File: config.mk
export PLATFORM = sky130hd
export DESIGN_NAME = parser_input_arbiter
export DESIGN_NICKNAME = d
export VERILOG_FILES = /design/src/rtl/parser_input_arbiter.sv
export SDC_FILE = /design/constraint.sdc
export NUM_CORES = 1
export LEC_CHECK = 0
export CAP_MARGIN = 10
export CORE_ASPECT_RATIO = 0.6
export CORE_UTILIZATION = 41
export CTS_CLUSTER_SIZE = 24
export DETAILED_ROUTE_END_ITERATION = 6
export GPL_TIMING_DRIVEN = 0
export PLACE_DENSITY = 0.86
export SYNTH_ARGS = -nofsm -noshare
export SYNTH_HDL_FRONTEND = slang
export SYNTH_SLANG_ARGS = --single-unit
File: constraint.sdc
create_clock -name clk -period 2.21 [get_ports clk]
set_input_delay 0.442 -clock clk [delete_from_list [all_inputs] [get_ports clk]]
set_output_delay 0.442 -clock clk [all_outputs]
set_load 0.005 [all_outputs]
File: src/rtl/parser_input_arbiter.sv
// Packet-granular round-robin arbiter sharing the parser receive port among NUM_SRC sources.
// Holds the grant until the owner's last word is accepted; keeps per-source packet counts and a length error flag.
module parser_input_arbiter #(
  parameter int unsigned NUM_SRC   = 4,
  parameter int unsigned MAX_WORDS = 12
) (
  input  logic                    clk,
  input  logic                    reset_b,
  input  logic [NUM_SRC*32-1:0]   src_data,
  input  logic [NUM_SRC-1:0]      src_val,
  input  logic [NUM_SRC-1:0]      src_last,
  output logic [NUM_SRC-1:0]      src_ready,
  output logic [31:0]             dataIn,
  output logic                    dataIn_val,
  output logic                    dataIN_last,
  input  logic                    dataIn_ready,
  output logic                    grant_valid,
  output logic [2:0]              grant_idx,
  output logic                    pkt_done,
  output logic [NUM_SRC*16-1:0]   pkt_count,
  output logic                    len_err
);

  localparam int unsigned WORD_W = 32;
  localparam int unsigned IDX_W  = 3;
  localparam int unsigned CNT_W  = 16;
  localparam int unsigned WCNT_W = $clog2(MAX_WORDS + 2);

  typedef enum logic [0:0] {
    ST_IDLE   = 1'b0,
    ST_LOCKED = 1'b1
  } state_e;

  state_e                         state_q, state_d;
  logic [IDX_W-1:0]               grant_idx_q, grant_idx_d;
  logic [IDX_W-1:0]               last_grant_q, last_grant_d;
  logic                           grant_valid_q, grant_valid_d;
  logic [WCNT_W-1:0]              wcnt_q, wcnt_d;
  logic                           pkt_done_q, pkt_done_d;
  logic                           len_err_q, len_err_d;
  logic [NUM_SRC-1:0][CNT_W-1:0]  pkt_count_q, pkt_count_d;

  logic [WORD_W-1:0]              sel_data;
  logic                           sel_val;
  logic                           sel_last;
  logic                           beat;
  logic                           rr_found;
  logic [IDX_W-1:0]               rr_idx;

  // Word, valid and last of the currently granted source
  always_comb begin
    sel_data = '0;
    sel_val  = 1'b0;
    sel_last = 1'b0;
    for (int unsigned k = 0; k < NUM_SRC; k++) begin
      if (grant_idx_q == IDX_W'(k)) begin
        sel_data = src_data[k*WORD_W +: WORD_W];
        sel_val  = src_val[k];
        sel_last = src_last[k];
      end
    end
  end

  // Round-robin pick: first requester above last_grant, otherwise first requester from index 0
  always_comb begin
    rr_found = 1'b0;
    rr_idx   = '0;
    for (int unsigned k = 0; k < NUM_SRC; k++) begin
      if (!rr_found && src_val[k] && (IDX_W'(k) > last_grant_q)) begin
        rr_found = 1'b1;
        rr_idx   = IDX_W'(k);
      end
    end
    for (int unsigned k = 0; k < NUM_SRC; k++) begin
      if (!rr_found && src_val[k]) begin
        rr_found = 1'b1;
        rr_idx   = IDX_W'(k);
      end
    end
  end

  assign beat = (state_q == ST_LOCKED) && sel_val && dataIn_ready;

  // State register
  always_ff @(posedge clk or negedge reset_b) begin
    if (!reset_b) begin
      state_q <= ST_IDLE;
    end else begin
      state_q <= state_d;
    end
  end

  // Next-state and datapath update
  always_comb begin
    state_d       = state_q;
    grant_idx_d   = grant_idx_q;
    last_grant_d  = last_grant_q;
    grant_valid_d = grant_valid_q;
    wcnt_d        = wcnt_q;
    pkt_done_d    = 1'b0;
    len_err_d     = len_err_q;
    pkt_count_d   = pkt_count_q;
    case (state_q)
      ST_IDLE: begin
        if (rr_found) begin
          grant_idx_d   = rr_idx;
          grant_valid_d = 1'b1;
          wcnt_d        = '0;
          state_d       = ST_LOCKED;
        end
      end
      ST_LOCKED: begin
        if (beat) begin
          // A word beyond MAX_WORDS flags the packet but is still forwarded
          if (wcnt_q >= WCNT_W'(MAX_WORDS)) begin
            len_err_d = 1'b1;
          end
          if (wcnt_q != WCNT_W'(MAX_WORDS + 1)) begin
            wcnt_d = wcnt_q + WCNT_W'(1);
          end
          if (sel_last) begin
            pkt_done_d    = 1'b1;
            last_grant_d  = grant_idx_q;
            grant_valid_d = 1'b0;
            state_d       = ST_IDLE;
            for (int unsigned k = 0; k < NUM_SRC; k++) begin
              if (grant_idx_q == IDX_W'(k)) begin
                pkt_count_d[k] = pkt_count_q[k] + CNT_W'(1);
              end
            end
          end
        end
      end
      default: state_d = ST_IDLE;
    endcase
  end

  // Datapath registers
  always_ff @(posedge clk or negedge reset_b) begin
    if (!reset_b) begin
      grant_idx_q   <= '0;
      last_grant_q  <= IDX_W'(NUM_SRC - 1);
      grant_valid_q <= 1'b0;
      wcnt_q        <= '0;
      pkt_done_q    <= 1'b0;
      len_err_q     <= 1'b0;
      pkt_count_q   <= '0;
    end else begin
      grant_idx_q   <= grant_idx_d;
      last_grant_q  <= last_grant_d;
      grant_valid_q <= grant_valid_d;
      wcnt_q        <= wcnt_d;
      pkt_done_q    <= pkt_done_d;
      len_err_q     <= len_err_d;
      pkt_count_q   <= pkt_count_d;
    end
  end

  // Zero-latency pass-through of the owner's stream while locked
  always_comb begin
    dataIn      = '0;
    dataIn_val  = 1'b0;
    dataIN_last = 1'b0;
    src_ready   = '0;
    if (state_q == ST_LOCKED) begin
      dataIn      = sel_data;
      dataIn_val  = sel_val;
      dataIN_last = sel_last && sel_val;
      for (int unsigned k = 0; k < NUM_SRC; k++) begin
        if (grant_idx_q == IDX_W'(k)) begin
          src_ready[k] = dataIn_ready;
        end
      end
    end
  end

  assign grant_valid = grant_valid_q;
  assign grant_idx   = grant_idx_q;
  assign pkt_done    = pkt_done_q;
  assign len_err     = len_err_q;
  assign pkt_count   = pkt_count_q;

endmodule
# Yosys cells after proc, flatten, opt, wreduce, memory -nomap -nowiden
# Index checks and enable logic that the tools add are counted.
# Widths: inputs -> output; s select.
totals:
  register_bits: 78
  word_cells: 111
  in_bits: 139
classes:
  n_bitwise: 1
  order_cmp: 5
  n_mux: 50
  n_eq_ne: 8
  n_reduce_logical: 31
  add_sub_neg: 5
ops:
  columns: ["operator", "count"]
  rows:
  - ["$mux 32", 5]
  - ["$add 16x1->16 const B", 4]
  - ["$mux 1", 32]
  - ["$mux 3", 6]
  - ["$mux 4", 4]
  - ["$reduce_and 4->1", 4]
  - ["$logic_and 1x1->1", 14]
  - ["$reduce_and 3->1", 4]
  - ["$pmux 4 s2", 1]
  - ["$logic_not 1->1", 7]
  - ["$eq 3x2->1 const B", 2]
  - ["$gt 1x3->1 const A", 2]
  - ["$gt 2x3->1 const A", 2]
  - ["$ne 2x1->1 const B", 3]
  - ["$add 4x1->4 const B", 1]
  - ["$ge 4x4->1 const B", 1]
  - ["$ne 4x4->1 const B", 1]
  - ["$pmux 1 s2", 2]
  - ["$eq 3x1->1 const B", 1]
  - ["$logic_not 3->1", 1]
  - ["$ne 2x2->1 const B", 1]
  - ["$reduce_and 2->1", 1]
  - ["$not 1->1", 1]

# Logic depth before layout (Yosys ltp)
depth:
  ltp_word: 29
  depth_mapped: 7
  mapped_depth_nobuf: 5

# Worst setup path before layout
# OpenSTA, ideal clock, no wires.
synth_timing:
  kind: "reg-to-output"
  startpoint: "reg grant_idx_q[0] (netlist: grant_idx[0])"
  endpoint: "out dataIn[10]"
  path_stages_with_launch: 6
  slack_ps: 141
  n_path_buf: 3
  t_arrival_ps: 1627
  path_cell_list: "dfrtp_1 buf_6 buf_6 buf_2 mux4_2 and2_1"
synth_via:
  elab_chain_len: 6
  elab_cells_between_ends: 9
  classes_between: "3 x eq/ne; 5 x mux; 1 x reduce/logical"
synth_rtl:
  columns: ["element", "line_no", "rtl"]
  rows:
  - ["from (decl)", "35", "logic [IDX_W-1:0] grant_idx_q, grant_idx_d;"]
  - ["from (signal assigned)", "149", "grant_idx_q <= grant_idx_d;"]
  - ["$logic_not 3->1", "56", "if (grant_idx_q == IDX_W'(k)) begin"]
  - ["$mux 32 (3 in a row)", "56", null]
  - ["$mux 32 (*)", "56", null]
  - ["$mux 32 (*)", "165", "if (state_q == ST_LOCKED) begin"]
  - ["to (decl)", "13", "output logic [31:0] dataIn,"]
# Mark *: on every way between the ends. The rest lies on a longest branch, timed or not.

# Worst setup path in the final report
layout_timing:
  startpoint: "reg grant_idx_q[0] (netlist: grant_idx[0])"
  endpoint: "out dataIn[5]"
# Same word-level chain as after synthesis.

==> impl_metrics.json <==
{
  "status": "finished, violations left",
  "violations": "setup timing",
  "synthFlopType": "dfrtp_1",
  "clk_latency_ns": 0.34,
  "synth_top_area_cell": "dfrtp_1",
  "cap_viol_max_count": 0,
  "reg2reg_depth": 10,
  "grt_pass1_vias": 4752,
  "syn_area_per_cell_um2": 11.6,
  "grt_max_degree": 71,
  "drt-total-wl_um": 18200,
  "drc": 0,
  "drtPass1Iterations": 5,
  "final.min_clock_period_ns": 2.47,
  "cts_tree": "yes",
  "via_per_inst": 5.43,
  "grt_usage_pct": 29.9,
  "cp_max_fo": 5,
  "cts-htree-levels": 3,
  "max_freq_mhz": 405,
  "synth_cells": 423,
  "grt_pass1_wl_um": 27500,
  "hold_slack_ns": 0.471,
  "rows": 30,
  "vias": 4731,
  "cellPowerDensity_mw_per_mm2": 985,
  "async_reset_ff_share_pct": 100,
  "fin_setup_tns_ns": -4.38,
  "synth_edf_count": 0,
  "port_buffers": 244,
  "fp.dieArea_mm2": 0.0124,
  "antenna_found_initial": 0,
  "fin_nets": 853,
  "dp_cells": 828,
  "synthTopCellsByArea": "dfrtp_1 (38%), mux4_2 (15%), xor2_1 (7.9%), and2_1 (4.6%), xnor2_1 (3.0%)",
  "hold_viol": 0,
  "placed_cell_area_mm2": 0.00757,
  "design_area_mm2": 0.00838,
  "seq_area_frac_synth_pct": 38.8,
  "crit_type": "reg -> out",
  "synth-seq-cells": 76,
  "crit_start": "grant_idx[0]",
  "cts_root_buf": "clkbuf_16",
  "cp.arrival_ns": 2.03,
  "p_leak_uw": 0.00371,
  "r2r_end": "pkt_count[57]",
  "critPathLaunchType": "flop",
  "cts_buffers": 9,
  "dr.first_iter.drc_count": 277,
  "clkSinkCount": 76,
  "syn_to_final_growth_pct": 70.7,
  "crit_required_ns": 1.77,
  "drtAntennaViolNets": 0,
  "synth_nets": 568,
  "fin_crit_sh_pct": 112,
  "synthDominantCellAreaShare_pct": 37.7,
  "rsz0062_at_grt": "yes",
  "synth_most_common_cell": "dfrtp_1",
  "fillCellCount": 819,
  "drv_slew": 0,
  "finalSetupViolCount": 35,
  "die_h_um": 86.7,
  "syn_area_mm2": 0.00491,
  "dp_hpwl_um": 13400,
  "yosys.cell_types.count": 50,
  "ios": 247,
  "die_w_um": 143,
  "vdd_drop_max_mv": 0.521,
  "initial_core_util_pct": 42.7,
  "instances_no_fill": 872,
  "yosys_warnings": 0,
  "path_clk_slew_ns": 0.06,
  "routedWlPerCell_um": 20.9,
  "diodes": 0,
  "r2r_slack_ns": 0.05,
  "drive_gt1_share_pct": 27.0,
  "min_path_type": "in -> async",
  "gp_congestion": 0.868,
  "crit_path_end_kind": "output pin",
  "grt_overflow": 0,
  "skew_ns": 0.00792,
  "core_area_mm2": 0.0115,
  "reg2reg_from": "grant_idx[0]",
  "detailedPlace.worstSlack_ns": -0.561,
  "fin_ws_ns": -0.258,
  "clock_path_buffers": 2,
  "synth_commonest_cells": "dfrtp_1 (74), xor2_1 (44), and2_1 (36)"
}
## how the worst max path moves through the flow
stage	endpoint	slack (ns)	depth (start not counted)
2_1_floorplan	dataIn[10]	0.14	5
3_3_place_gp	pkt_count[33]	-1.90	1
3_5_place_dp	dataIn[10]	-0.56	6
4_1_cts	dataIn[18]	-0.33	8
5_1_grt	dataIn[5]	-0.30	8
6_report	dataIn[5]	-0.26	8
## layer usage
metal  wire, um  vias to the layer above  track usage, %  share of wire, %
li1           -                     2132               -                 -
met1       8030                     2388            42.7                44
met2       8770                      187            46.1                48
met3       1210                       24            7.73               6.6
met4        218                        0            5.80               1.2
met5          0                        -               0                 0
## layout make-up
class	instances	area [um2]	area share, %
buffer	21	199	2.38
clock buffer	9	225	2.69
clock inverter	6	32.5	0.388
inverter	11	41.3	0.493
multi-input combinational	311	2990	35.7
sequential	76	1910	22.8
tap	160	200	2.39
timing repair buffer	278	2780	33.2
## sequential cells by signal (all words and copies together) (netlist names)
register	count
pkt_count	64
wcnt_q	4
pkt_done	1
grant_idx	2
state_q	1
grant_valid	1
len_err	1
last_grant_q	2
## critical path: stages, from the launching register on
cell     delay [ns]
dfrtp_1        0.39
buf_6          0.14
buf_12         0.13
buf_12         0.12
buf_12         0.13
buf_6          0.11
mux4_2         0.39
and2_1         0.14
buf_2          0.14
## placed cells by master, fill, tap and decap left out, types with 3 or more instances in the layout
cell type,n
clkdlybuf4s50_1,205
dfrtp_1,73
xor2_1,44
mux4_2,33
buf_6,31
nand2_1,24
nand3_1,24
buf_4,23
and2_4,20
buf_2,17
xnor2_1,17
and2_1,16
nand4_1,16
nor3_1,14
nor4_4,13
and4_1,11
nor2_1,11
inv_1,10
clkbuf_16,9
buf_12,8
nor4_1,7
mux2i_1,6
and3_1,6
ha_1,6
mux2_2,5
clkinv_2,5
nand2b_1,4
nor3b_1,3
dlygate4sd2_1,3
## stage by stage
stage | utilization, % | power, uW
2_1_floorplan | - | 3850
3_3_place_gp | 65.7 | 5660
3_5_place_dp | 65.9 | 5770
4_1_cts | 73.0 | 8220
5_1_grt | 72.9 | 8650
6_report | 72.9 | 8250
## kinds of logic after synthesis
logic type	Yosys count	share of synthesized area (%)
flip-flops	76	38.8
AO/OA/AOI/OAI	12	1.89
multiplexers	48	18.6
AND/OR/NAND/NOR	183	24.2
XOR/XNOR	61	10.9
other	1	0.0764
adder cells (fa/ha/maj)	6	1.53
buffers and inverters	36	4.00
## where the power goes
part           internal [uW]  switching [uW]
sequential              1590             220
clock                    743             584
combinational           3060            2050
total                   5390            2850
## repair_timing
item                                    CTS  global route
hold endpoints to repair                  6             0
buffers inserted                         28             5
resized for setup                       226            26
pin swaps                                21             5
hold buffers                              1             0
endpoints found under the setup margin   38            53
gates cloned                              4             0
No activity file was read; power rests on OpenSTA's default activity.
